**src/rtl/bus_wrr_scheduler.sv**
```systemverilog
// Weighted round-robin bus scheduler: arbitrates between drvrs source FIFOs, pops the winner's head
// and pushes it to its destination port(s). Optional build macro: BUS_WRR_SELF_DELIVERY_EN.
module bus_wrr_scheduler #(
  parameter int unsigned drvrs     = 4,
  parameter int unsigned pckg_sz   = 16,
  parameter logic [7:0]  broadcast = 8'hFF,
  parameter int unsigned weight_w  = 4
) (
  input  logic                          clk,
  input  logic                          reset,
  input  logic [drvrs-1:0]              pndng,
  input  logic [drvrs*pckg_sz-1:0]      D_pop,
  input  logic [drvrs*weight_w-1:0]     weights,
  output logic [drvrs-1:0]              pop,
  output logic [drvrs-1:0]              push,
  output logic [pckg_sz-1:0]            D_push,
  output logic [$clog2(drvrs)-1:0]      grant_id,
  output logic                          busy,
  output logic [15:0]                   drop_cnt
);

  localparam int unsigned IdxW = $clog2(drvrs);

  typedef enum logic [1:0] {StIdle, StArb, StPop, StPush} state_e;

  state_e                state_q, state_d;
  logic [IdxW-1:0]       grant_q, grant_d;
  logic [IdxW-1:0]       rr_ptr_q, rr_ptr_d;
  logic [pckg_sz-1:0]    data_q, data_d;
  logic [pckg_sz-1:0]    dpush_q, dpush_d;
  logic [15:0]           drop_q, drop_d;
  logic                  init_q;
  logic [weight_w-1:0]   credit_q [drvrs];
  logic [weight_w-1:0]   credit_d [drvrs];
  logic [weight_w-1:0]   reload_val [drvrs];

  logic [drvrs-1:0]      elig;
  logic                  found;
  logic [IdxW-1:0]       winner;
  int                    idx;
  logic [7:0]            dest;
  logic                  dest_valid;

  // Zero weight behaves as weight 1 so every device keeps at least one slot per round.
  always_comb begin
    for (int i = 0; i < int'(drvrs); i++) begin
      reload_val[i] = weights[i*weight_w +: weight_w];
      if (reload_val[i] == '0) begin
        reload_val[i] = weight_w'(1);
      end
    end
  end

  assign dest       = data_q[pckg_sz-1 -: 8];
  assign dest_valid = (32'(dest) < drvrs);

  always_comb begin
    state_d  = state_q;
    grant_d  = grant_q;
    rr_ptr_d = rr_ptr_q;
    data_d   = data_q;
    dpush_d  = dpush_q;
    drop_d   = drop_q;
    credit_d = credit_q;
    pop      = '0;
    push     = '0;
    elig     = '0;
    found    = 1'b0;
    winner   = '0;
    idx      = 0;

    // First edge after reset release samples the weights into the credit counters.
    if (init_q) begin
      credit_d = reload_val;
    end

    unique case (state_q)
      StIdle: begin
        if (|pndng) begin
          state_d = StArb;
        end
      end

      StArb: begin
        if (pndng == '0) begin
          state_d = StIdle;
        end else begin
          for (int i = 0; i < int'(drvrs); i++) begin
            elig[i] = pndng[i] && (credit_q[i] != '0);
          end
          if (elig == '0) begin
            credit_d = reload_val;
            elig     = pndng;
          end
          for (int k = 1; k <= int'(drvrs); k++) begin
            idx = (int'(rr_ptr_q) + k) % int'(drvrs);
            if (!found && elig[idx]) begin
              found  = 1'b1;
              winner = IdxW'(idx);
            end
          end
          grant_d = winner;
          state_d = StPop;
        end
      end

      StPop: begin
        if (pndng[grant_q]) begin
          pop[grant_q] = 1'b1;
          data_d       = D_pop[int'(grant_q)*pckg_sz +: pckg_sz];
          state_d      = StPush;
        end else begin
          state_d = StIdle;
        end
      end

      StPush: begin
        dpush_d = data_q;
        if (dest == broadcast) begin
          push          = '1;
          push[grant_q] = 1'b0;
        end else if (dest_valid && (dest != 8'(grant_q))) begin
          push[dest[IdxW-1:0]] = 1'b1;
        end
`ifdef BUS_WRR_SELF_DELIVERY_EN
        else if (dest_valid) begin
          push[grant_q] = 1'b1;
        end
`endif
        else begin
          if (drop_q != 16'hFFFF) begin
            drop_d = drop_q + 16'd1;
          end
        end
        if (credit_q[grant_q] != '0) begin
          credit_d[grant_q] = credit_q[grant_q] - weight_w'(1);
        end
        rr_ptr_d = grant_q;
        state_d  = (|pndng) ? StArb : StIdle;
      end

      default: state_d = StIdle;
    endcase
  end

  always_ff @(posedge clk or posedge reset) begin
    if (reset) begin
      state_q  <= StIdle;
      grant_q  <= '0;
      rr_ptr_q <= IdxW'(drvrs - 1);
      data_q   <= '0;
      dpush_q  <= '0;
      drop_q   <= '0;
      init_q   <= 1'b1;
      for (int i = 0; i < int'(drvrs); i++) begin
        credit_q[i] <= '0;
      end
    end else begin
      state_q  <= state_d;
      grant_q  <= grant_d;
      rr_ptr_q <= rr_ptr_d;
      data_q   <= data_d;
      dpush_q  <= dpush_d;
      drop_q   <= drop_d;
      init_q   <= 1'b0;
      credit_q <= credit_d;
    end
  end

  // The captured packet is visible during PUSH and held afterwards until the next PUSH.
  assign D_push   = (state_q == StPush) ? data_q : dpush_q;
  assign grant_id = grant_q;
  assign busy     = (state_q != StIdle);
  assign drop_cnt = drop_q;

endmodule
```
**config.mk**
```make
export PLATFORM = sky130hd
export DESIGN_NAME = bus_wrr_scheduler
export DESIGN_NICKNAME = d
export VERILOG_FILES = /design/src/rtl/bus_wrr_scheduler.sv
export SDC_FILE = /design/constraint.sdc
export NUM_CORES = 1
export LEC_CHECK = 0
export ABC_AREA = 1
export CAP_MARGIN = 40
export CORE_ASPECT_RATIO = 2
export CORE_UTILIZATION = 52
export DETAILED_ROUTE_END_ITERATION = 10
export GPL_TIMING_DRIVEN = 0
export PLACE_DENSITY = 0.87
export SLEW_MARGIN = 0
export SYNTH_ARGS = -nofsm -noshare
export SYNTH_HDL_FRONTEND = slang
export SYNTH_SLANG_ARGS = --single-unit
```
**constraint.sdc**
```tcl
create_clock -name clk -period 4.4 [get_ports clk]
set_input_delay 0.88 -clock clk [delete_from_list [all_inputs] [get_ports clk]]
set_output_delay 0.88 -clock clk [all_outputs]
set_load 0.03 [all_outputs]
```
# == Word level (Yosys, flattened, before mapping) ==
# Index checks and enable logic that the tools add are counted.
# totals
elab_cells,140
input_bits,86
output_inout_bits,43
ff_bits,71
# op_classes
mux,60
n_eq_ne,7
n_addsub,6
magnitude_cmp,11
shift,1
n_bitwise,9
n_reduce_logical,35
# op_table
operator,count
2-to-1 mux 16 bit,5
variable part select 64 x 7 -> 16 bit,1
2-to-1 mux 4 bit,15
case mux 16 bit (2 select lines),1
zero test 4 bit,6
2-to-1 mux 1 bit,21
nonzero test 4 bit,5
"adder 16 x 1 -> 16 bit, second input constant",1
bitwise mux 16 bit,1
"less-than comparator 3 x 4 -> 1 bit, second input constant",4
"!= test 16 bit, second input constant",1
2-to-1 mux 2 bit,7
logical AND 1 bit,11
binary-select mux 1 bit (select 2 bit),5
binary-select mux 4 bit (select 2 bit),1
demux 4 bit (select 2 bit),1
"== test 8 bit, second input constant",1
"less-than comparator 8 x 3 -> 1 bit, second input constant",1
!= test 8 x 2 -> 1 bit,1
case mux 2 bit (4 select lines),1
OR reduction 2 bit,4
"less-than comparator 2 x 3 -> 1 bit, second input constant",2
"adder 2 x 1 -> 2 bit, second input constant",2
"adder 2 bit, second input constant",2
18 further kinds,29

# == Depth between registers and ports, before layout ==
# logic_depth
ltp_word,25
mapped_depth,15
mapped_depth_nobuf,15

# == Least setup slack after synthesis ==
# Ideal clock, no wire load.
# synth_path
path_kind,reg2out
start,reg grant_q[1] (netlist: grant_id[1])
end,out push[1]
arrival_ps,2052
slack_ps,1468
path_stages_with_launch,7
path_buffers,2
required_time_ps,3520
cell_sequence,dfrtp_1 > inv_1 > nand2_1 > inv_1 > buf_2 > buf_1 > a211oi_1
# synth_between
elab_chain_cells,7
word_cells_on_any_way,11
cone_classes,order compare (2); eq/ne (1); mux (5); bitwise (1); reduce/logical (2)
# synth_lines
item,line,source
start: declaration,27,"logic [IdxW-1:0] grant_q, grant_d;"
start signal: assignment,160,grant_q <= grant_d;
less-than comparator 2 x 3 -> 1 bit (implied by the code) or >= comparator 2 x 1 -> 1 bit (tied branches),121,push[grant_q] = 1'b0;
logical AND 1 bit (implied by the code),121,
2-to-1 mux 1 bit (implied by the code),121,
demux 1 bit (select 2 bit),121,
inverter 4 bit (no source line),--,
2-to-1 mux 4 bit *,119,if (dest == broadcast) begin
2-to-1 mux 4 bit *,77,unique case (state_q)
end: declaration,15,"output logic [drvrs-1:0] push,"
# Mark *: on every way between the ends. The rest lies on a longest branch, timed or not.

# == Worst setup path after layout ==
# layout_path
start,reg grant_q[1] (netlist: grant_id[1])
end,out push[2]
# Same word-level chain as after synthesis.

==> summary.md <==
| Metric | Value |
|---|---|
| Slew margin rel. | `0.591` |
| Ys async rst share | `1.00` |
| Cts hold-fix bufs | `0` |
| Dpl hpwl | `11.4 mm` |
| Synth cell types | `40` |
| DR iter-0 viols | `374` |
| Row count | `47` |
| Mapped Nets | `704` |
| Cells along the critical path | `inv_1 -> nor2_2 -> buf_2 -> buf_1 -> a211oi_1 -> clkdlybuf4s50_1` |
| Gate Count Post-Synth | `616` |
| Cell taking the most area after synthesis | `dfrtp_1` |
| Register area share after synthesis | `0.401` |
| Yosys warns | `0` |
| FILL cells | `621` |
| Worst Hold End | `dpush_q[2]` |
| Maximum vdd drop | `0.454 mV` |
| EDFF count, synth | `0` |
| Post-route ant nets | `0` |
| Initial Util | `0.535` |
| Setup-failing EPs final | `0` |
| Setup crit end kind | `output port` |
| First-pass GRT wire length | `24.0 mm` |
| Gr ovfl total | `0` |
| Reg2reg start | `grant_id[1]` |
| Hold Vio Cnt, Final | `0` |
| R2r endpoint | `credit_q[10]` |
| Initial antenna violation count | `0` |
| Initial DRT Pass Iterations | `5` |
| Critical Path RT | `3520 ps` |
| CP max stage cell | `clkdlybuf4s50_1` |
| Worst Path Class, Setup | `reg2out` |
| Die W | `67.3 um` |
| DRC | `0` |
| Fraction of layout cells with a size suffix above 1 | `0.0762` |
| Post-CTS resize count | `0` |
| Post-layout min period | `3970 ps` |
| Layout area overhead | `40.5%` |
| Worst Reg-to-Reg Cells | `14` |
| Vias | `5088` |
| Clock buffers created by TritonCTS | `9` |
| Main synth FF type | `dfrtp_1` |
| Final Cycle Share | `0.903` |
| Startpoint types | `flop` |
| Unrepaired setup endpoints after global routing | `no` |
| DR WL/cell | `17.8 um` |
| Total wire length | `15.3 mm` |
| Critical path buffers and inverters | `4` |
| Most common cell after layout, fill and taps aside | `nand2_1` |
| Largest cells by area after synthesis | `dfrtp_1 (38%), nand2_1 (16%), nor2_1 (4.7%)` |
| R2R setup slack | `1900 ps` |
| WP data arrival | `3090 ps` |
| Worst-Skew Late Latency | `340 ps` |
| Vias/cell | `5.92` |
| Clk pin slew, worst setup/hold paths | `60 ps` |
| CP delay by family, top | `buffers and inverters` |
| Core ar. | `8290 um^2` |
| Max-Cap Viols | `0` |
| Most frequent cells in the layout | `nand2_1 (194), clkdlybuf4s50_1 (128), dfrtp_1 (68)` |
| Slowest stage delay, CP | `650 ps` |
| TNS Setup | `0 ps` |
| Hold_sp | `dpush_q[2]` |
| Top cell type's share of synthesized area | `0.383` |
| Buffers added on ports | `128` |
| Avg Inst Size Synth | `7.20 um^2` |
| CTS Buffer Depth | `2` |
| Worst-case clock skew | `5.44 ps` |
| Worst hold path depth | `2` |
| FMAX | `252 MHz` |
| Post-CTS setup buffer count | `0` |
| ANT cells | `0` |
| Total GRT Usage | `0.361` |
| GP Congestion | `0.903` |
| Die height | `133 um` |
| CTS tree | `built` |
| Layout Nets | `844` |
| Htree depth | `3` |
| Die ar. | `8930 um^2` |
| Worst hold-check path type | `reg2reg` |
| Leakage | `2.81 nW` |
| Number of synthesized register bits | `71` |
| Vias in the first global route | `5118` |
| Pin count of the biggest net entering global routing | `69` |
| # IOs | `129` |
| Max Transition Viols Final | `0` |
| CTS Sinks | `71` |
| Status | `completed` |
| Pwr dens | `749 nW/um^2` |
| Worst slew pin tran | `613 ps` |
| Post-Syn Area | `4440 um^2` |
| Total power | `0.00467 W` |
| CTS root buffer | `clkbuf_16` |
| Crit-path max FO | `10` |
==> sequential cells by signal, summed over array words and instances, names as in the netlist <==
register  flops
state_q       2
grant_id      2
dpush_q      16
drop_cnt     16
rr_ptr_q      2
init_q        1
credit_q     16
data_q       16
==> per-stage QoR <==
| stage | setup slack (ps) | area, um^2 | instances | hold slack (ps) | util |
|---|---|---|---|---|---|
| after floorplan | 1470 | 4440 | 616 | 534 | - |
| after global placement | 619 | 5840 | 842 | 460 | 0.705 |
| after detailed placement | 841 | 5870 | 843 | 468 | 0.708 |
| after CTS | 494 | 6240 | 859 | 483 | 0.752 |
| after global routing | 378 | 6240 | 859 | 504 | 0.752 |
| final | 426 | 6240 | 859 | 481 | 0.752 |
==> cells in the mapped netlist, types with 3 or more instances <==
cell and instances:
a211oi_1 4, a21oi_1 13, a22oi_1 22, a41oi_1 16
buf_1 3, buf_2 9, clkbuf_1 10, dfrtp_1 68
dfstp_2 3, inv_1 53, inv_2 10, nand2_1 194
nand3_1 37, nand4_1 9, nor2_1 56, nor2_2 7
nor3_1 5, o211ai_1 15, o21ai_0 33, o21ai_1 7
o221ai_1 4, xnor2_1 6, xor2_1 9
==> worst reg2reg max path: stages, from the launching register on <==
cell,delay [ps]
dfrtp_1,490
inv_1,160
nand2_1,180
inv_1,120
nand2_1,100
nand4_1,110
inv_1,170
ha_1,210
inv_1,50
nor2_1,130
nand2_1,130
nand2_1,200
inv_2,70
o211ai_1,170
nand3_1,90
==> cell families after synthesis <==
group / count (synthesis) / synth area share
flops: 71 / 0.401
simple gates: 318 / 0.301
fa+ha+maj: 2 / 0.00564
xor+xnor: 15 / 0.0296
other cells: 1 / 0.000845
buf+inv: 86 / 0.0753
compound gates: 123 / 0.186
==> worst max path at each step <==
stage                      startpoint      endpoint  cells after the start
after floorplan           grant_id[1]       push[1]                      6
after global routing      grant_id[1]       push[2]                      6
final                     grant_id[1]       push[2]                      6
after global placement          reset  drop_cnt[11]                      2
after CTS                 grant_id[1]       push[2]                      6
after detailed placement     pndng[3]        pop[1]                      6
==> layer usage <==
| metal | wire, um | vias up | share of wire | track usage |
|---|---|---|---|---|
| li1 | - | 2351 | - | - |
| met1 | 5190 | 2367 | 0.34 | 0.372 |
| met2 | 8070 | 290 | 0.53 | 0.620 |
| met3 | 1040 | 80 | 0.068 | 0.0759 |
| met4 | 981 | 0 | 0.064 | 0.243 |
| met5 | 0 | - | 0 | 0 |
==> power breakdown <==
part / internal (W) / switching (W) / leakage [nW]
clock network: 0.000602 / 0.000288 / 0.179
registers: 0.000938 / 0.000197 / 0.865
logic: 0.000906 / 0.00174 / 1.76
total: 0.00245 / 0.00222 / 2.81
==> cell type report <==
| cell class | instances | area [um^2] | share of cell area |
|---|---|---|---|
| Clock buffer | 12 | 267 | 0.0427 |
| Clock inverter | 4 | 98.8 | 0.0158 |
| Timing Repair Buffer | 129 | 1310 | 0.210 |
| Buffer | 22 | 93.8 | 0.0150 |
| Inverter | 64 | 243 | 0.0389 |
| Multi-Input combinational cell | 459 | 2320 | 0.373 |
| Tap cell | 98 | 123 | 0.0197 |
| Sequential cell | 71 | 1780 | 0.285 |
Power figures use the tool's default switching activity.
==> RTL edit 1, RTL diff (same settings) <==
Make the reset (`reset`) synchronous in one clocked block.
--- a/src/rtl/bus_wrr_scheduler.sv
+++ b/src/rtl/bus_wrr_scheduler.sv
@@ -145,3 +145,3 @@
 
-  always_ff @(posedge clk or posedge reset) begin
+  always_ff @(posedge clk) begin
     if (reset) begin
Function: differs if reset is asserted again (counterexample within 4 cycles, from zero or initial values and one cycle with reset high); with reset held inactive, the same outputs for 4 cycles.
==> RTL edit 1 against the unedited design <==
- sequential cell count stayed put
- critical path depth unchanged
- global-route usage is 1.1 points higher
- register-to-register slack worse by 240 ps
- wire length is 5.5% higher
- setup slack improved by 440 ps
- highest routed layer unchanged
- design area shrank 0.64%
- clock skew hardly changed
- first-iteration DRC count up 13%
- hold slack improved by 34 ps
- area after synthesis up 1.6%
- count of clock-buffer cells in the layout fell by 2
Power is not compared: it rests on default switching activity, and its combinational part moved more than twofold at a synthesized area within 25%.
==> RTL edit 1: results <==
metrics = {
    "run_status": {
        "outcome": "complete, no violations",
    },
    "grt": {
        "grt.total_usage_pct": 37.14,
        "grt_max_degree": 12,
        "grt_pass1_wl_mm": 25.10,
        "grt_pass1_vias": 5318,
    },
    "setup_path": {
        "timing.rr.start": "grant_id[1]$_SDFFE_PP0P_",
        "cp.arrival_ps": 2660,
        "path_delay_family": "buffers and inverters",
        "r2r_cells": 14,
        "r2r-end": "credit_q[14]$_SDFF_PP0_",
        "critPathMaxStageDelay_ps": 670,
        "critPathLaunch": "state_q[0]$_SDFFE_PP0P_",
        "ff2ff_setup_slack_ps": 1660,
        "crit_fanout": 10,
    },
    "detailed_routing": {
        "vias": 5415,
        "drt-initial-drc-count": 421,
        "routedWlPerCell_um": 17.54,
    },
    "finish": {
        "n_fill_cell": 678,
        "layout-drive-gt1-share_pct": 9.257,
        "finalNetCount": 906,
        "antenna_cells": 0,
    },
    "clock_network": {
        "cts_resized": 0,
        "cts_root_buffer": "clkbuf_16",
        "cts_setup_buffers": 0,
        "h-tree-depth": 3,
        "clk_path_buf_depth": 2,
        "cts.clk_slew.worst_paths_ps": 50,
        "clkLatencyLatePin_ps": 330,
    },
    "power_and_ir_drop": {
        "leakage_uw": 0.002722,
        "ir_drop_uv": 270.9,
    },
    "synthesis": {
        "ys_top_cells_by_count": "nand2_1 (132), inv_1 (87), dfxtp_1 (71), o21ai_0 (68), a21oi_1 (60)",
        "async_flop_share_pct": 0,
        "synth_nets": 767,
        "yosys.cell_types.count": 48,
        "synth_area_leaders": "dfxtp_1 (32%), nand2_1 (11%), o21ai_0 (7.6%)",
        "yosysSeqAreaShare_pct": 31.54,
    },
    "placed_design": {
        "hpwlAfterDp_mm": 12.50,
        "gp_congestion": 0.9634,
        "placed_cell_area_mm2": 0.005911,
    },
    "sta": {
        "fin_worst_skew_ps": 5.604,
        "max_slew_margin_pct": 49.13,
    },
    "min_path": {
        "hold_depth": 2,
        "hp-start": "drop_cnt[15]$_SDFFE_PP0P_",
        "hold_end": "drop_cnt[15]$_SDFFE_PP0P_",
    },
}
## RTL edit 1: cell types whose count changed after synthesis, moves of 17 or more
cell / unedited run / this run
o21ai_0: 33 / 68
a22oi_1: 22 / 3
dfrtp_1: 68 / 0
nand2_1: 194 / 132
a22o_1: 0 / 17
a21oi_1: 13 / 60
dfxtp_1: 0 / 71
inv_1: 53 / 87
## RTL edit 1: tightest hold or removal path, cell delays in order, from the launching register on
cell	delay, ps
dfxtp_1	330
nand2_1	70
a21oi_1	60
## RTL edit 1: power breakdown
group / switching, µW / internal (µW)
clock: 273 / 446
combinational: 589 / 368
sequential: 47.9 / 696
total: 910 / 1510
## RTL edit 1: area by class of cell
cell class	count	area (µm²)	area share, %
inverters	97	366.6	5.916
flip-flops and latches	71	1421	22.94
plain buffers	28	127.6	2.059
clock buffers	10	239.0	3.856
well taps	98	122.6	1.979
clock inverters	4	47.55	0.7672
multi-input cells	483	2591	41.81
repair buffers	128	1281	20.67
## RTL edit 1: per-stage QoR
stage	worst slack (ps)	std cells	power, µW	hold slack [ps]
2_1_floorplan	1855	679	1368	496.8
3_3_place_gp	929.9	905	1674	487.3
3_5_place_dp	925.3	905	1695	488.5
4_1_cts	867.9	919	2401	503.4
5_1_grt	746.8	919	2530	520.8
6_report	863.9	919	2419	515.0
## RTL edit 1: worst max path at each step
stage                     end
floorplan              pop[3]
global placement       pop[3]
detailed placement     pop[3]
CTS                 D_push[6]
global route        D_push[6]
finish              D_push[6]
## RTL edit 1: logic make-up after synthesis
logic type / Yosys count / synth area share [%]
compound gates: 198 / 27.54
xor+xnor: 5 / 1.138
fa+ha+maj: 2 / 0.5552
buf+inv: 125 / 10.97
flops: 71 / 31.54
simple gates: 278 / 28.26
## RTL edit 1: layer usage
layer  vias to the layer above  global-route usage [%]  wire, µm
met5                         -                       0         0
met3                        92                   8.476      1106
met1                      2439                   35.02      5384
met2                       301                   67.16      8570
met4                         0                   24.19      1057
li1                       2583                       -         -
==> RTL edit 2, RTL diff (config.mk and constraints unchanged) <==
Without the edit above. Change the parameter `drvrs` from 4 to 8.
--- a/src/rtl/bus_wrr_scheduler.sv
+++ b/src/rtl/bus_wrr_scheduler.sv
@@ -3,3 +3,3 @@
 module bus_wrr_scheduler #(
-  parameter int unsigned drvrs     = 4,
+  parameter int unsigned drvrs     = 8,
   parameter int unsigned pckg_sz   = 16,
Ports: changed (6 resized); port bits go from 129 to 222. No check against the original RTL was run, so the function may have changed too.
==> RTL edit 2 against the unedited design <==
- design area rose by 52%
- area after synthesis rose by 51%
- critical path depth rose by 2
- total power rose by 44%
- register-to-register slack got worse by 950 ps
- sequential cell count rose by 18
- wire length rose by 87%
- highest routed layer unchanged
- clock power fell by 7.2%
- setup slack got worse by 350 ps
- count of clock-buffer cells in the layout fell by 3
==> RTL edit 2: results <==
metrics = {
    "run_status": {
        "outcome": "complete, no violations",
    },
    "min_path": {
        "hold_end": "drop_cnt[14]$_DFFE_PP0P_",
        "hold_class": "register to register",
        "hp-start": "drop_cnt[14]$_DFFE_PP0P_",
        "hold_depth": 1,
    },
    "setup_path": {
        "r2r_cells": 13,
        "critPathMaxStageDelay_ps": 690,
        "crit_fanout": 10,
        "cp-endpoint": "pop[2]",
        "r2r-end": "credit_q[24]$_DFF_PP0_",
        "cp.arrival_ps": 3450,
        "critPathLaunch": "grant_id[2]$_DFFE_PP0P_",
        "ff2ff_setup_slack_ps": 950,
        "timing.rr.start": "grant_id[1]$_DFFE_PP0P_",
    },
    "power_and_ir_drop": {
        "pwr.group.clock_uw": 826,
        "ir_drop_uv": 543.7,
        "p_sw_share_pct": 53.48,
        "p_comb_share_pct": 65.8,
        "leakage_uw": 0.004159,
    },
    "grt": {
        "antenna_found_initial": 0,
        "grt.total_usage_pct": 43.62,
        "grt_pass1_vias": 8193,
        "grt_pass1_wl_mm": 42.39,
        "grt_max_degree": 58,
    },
    "synthesis": {
        "synth_warnings": 0,
        "avgSynthCellArea_um2": 6.787,
        "async_flop_share_pct": 100.0,
        "synth_area_leaders": "dfrtp_1 (32%), nand2_1 (15%), nand3_1 (5.9%)",
        "ys_top_cells_by_count": "nand2_1 (273), inv_1 (105), dfrtp_1 (85), nand3_1 (79), o21ai_0 (76)",
        "synth_nets": 1159,
        "yosys.cell_types.count": 47,
        "yosysSeqAreaShare_pct": 33.39,
        "yosys_most_used_dff": "dfrtp_1",
    },
    "detailed_routing": {
        "drt-total-wl_mm": 28.53,
        "drt-initial-drc-count": 769,
        "vias": 8583,
        "dr.pass1.iters": 6,
    },
    "finish": {
        "fin_cells": 1375,
        "top_register": "credit_q",
        "layout-drive-gt1-share_pct": 4.735,
        "antenna_cells": 0,
        "n_fill_cell": 1009,
        "largest_register_ffs": 32,
    },
    "clock_network": {
        "h-tree-depth": 3,
        "cts_root_buffer": "clkbuf_16",
        "clkLatencyLatePin_ps": 360,
        "cts.clk_slew.worst_paths_ps": 70,
        "clk_path_buf_depth": 2,
    },
    "placed_design": {
        "gp_congestion": 0.9983,
        "port_buffers": 221,
        "hpwlAfterDp_mm": 21.53,
    },
    "sta": {
        "holdWs_ps": 495.2,
        "fin_worst_skew_ps": 12.63,
        "worst_pin_slew_ps": 889.6,
    },
}
==> RTL edit 2: cell count changes after synthesis, sizes merged, moves of 21 or more <==
cell / change
a21oi: +30
clkbuf: +26
inv: +51
nand2: +77
nand3: +44
nand4: +21
o21ai: +37
==> RTL edit 2: routing by layer <==
metal | routed length, µm | vias to the layer above | track usage (%) | part of all wire (%)
met4 | 2211 | 0 | 33.41 | 7.7
met2 | 14110 | 638 | 70.62 | 49
li1 | - | 3850 | - | -
met1 | 9179 | 3911 | 46.37 | 32
met3 | 3026 | 184 | 12.10 | 11
met5 | 0 | - | 0 | 0
==> RTL edit 2: final cells by class <==
| cell class | count | share of cell area, % |
|---|---|---|
| clock inverters | 7 | 0.9002 |
| multi-input cells | 737 | 40.72 |
| flip-flops and latches | 89 | 23.62 |
| inverters | 115 | 4.594 |
| well taps | 150 | 1.986 |
| clock buffers | 9 | 2.383 |
| repair buffers | 224 | 23.85 |
| plain buffers | 44 | 1.946 |
==> RTL edit 2: per-stage QoR <==
step	setup WS [ps]	total power [µW]	cell area [µm²]
after floorplan	1220	4221	6685
final	73.24	6720	9452
after CTS	104.7	6562	9425
after global routing	-3.783	7116	9452
after global placement	-263.5	5643	9085
after detailed placement	122.5	5726	9115
==> RTL edit 2: logic make-up (layout without fill, tap and decap cells) <==
family	count (synthesis)	in the layout	share of synthesized area, %
and+or+nand+nor	475	475	30.64
muxes	1	1	0.1684
other	1	1	0.05609
buffers and inverters	159	399	9.208
xor gates and xnor gates	20	20	3.014
adders and majority gates	4	4	0.7487
AOI/OAI and AO/OA	236	236	22.78
DFF	89	89	33.39
==> RTL edit 2: what timing repair did <==
item	CTS	global route
gates resized for setup	0	1
setup buffers	0	2
setup endpoints to repair	0	5
hold buffers	0	0
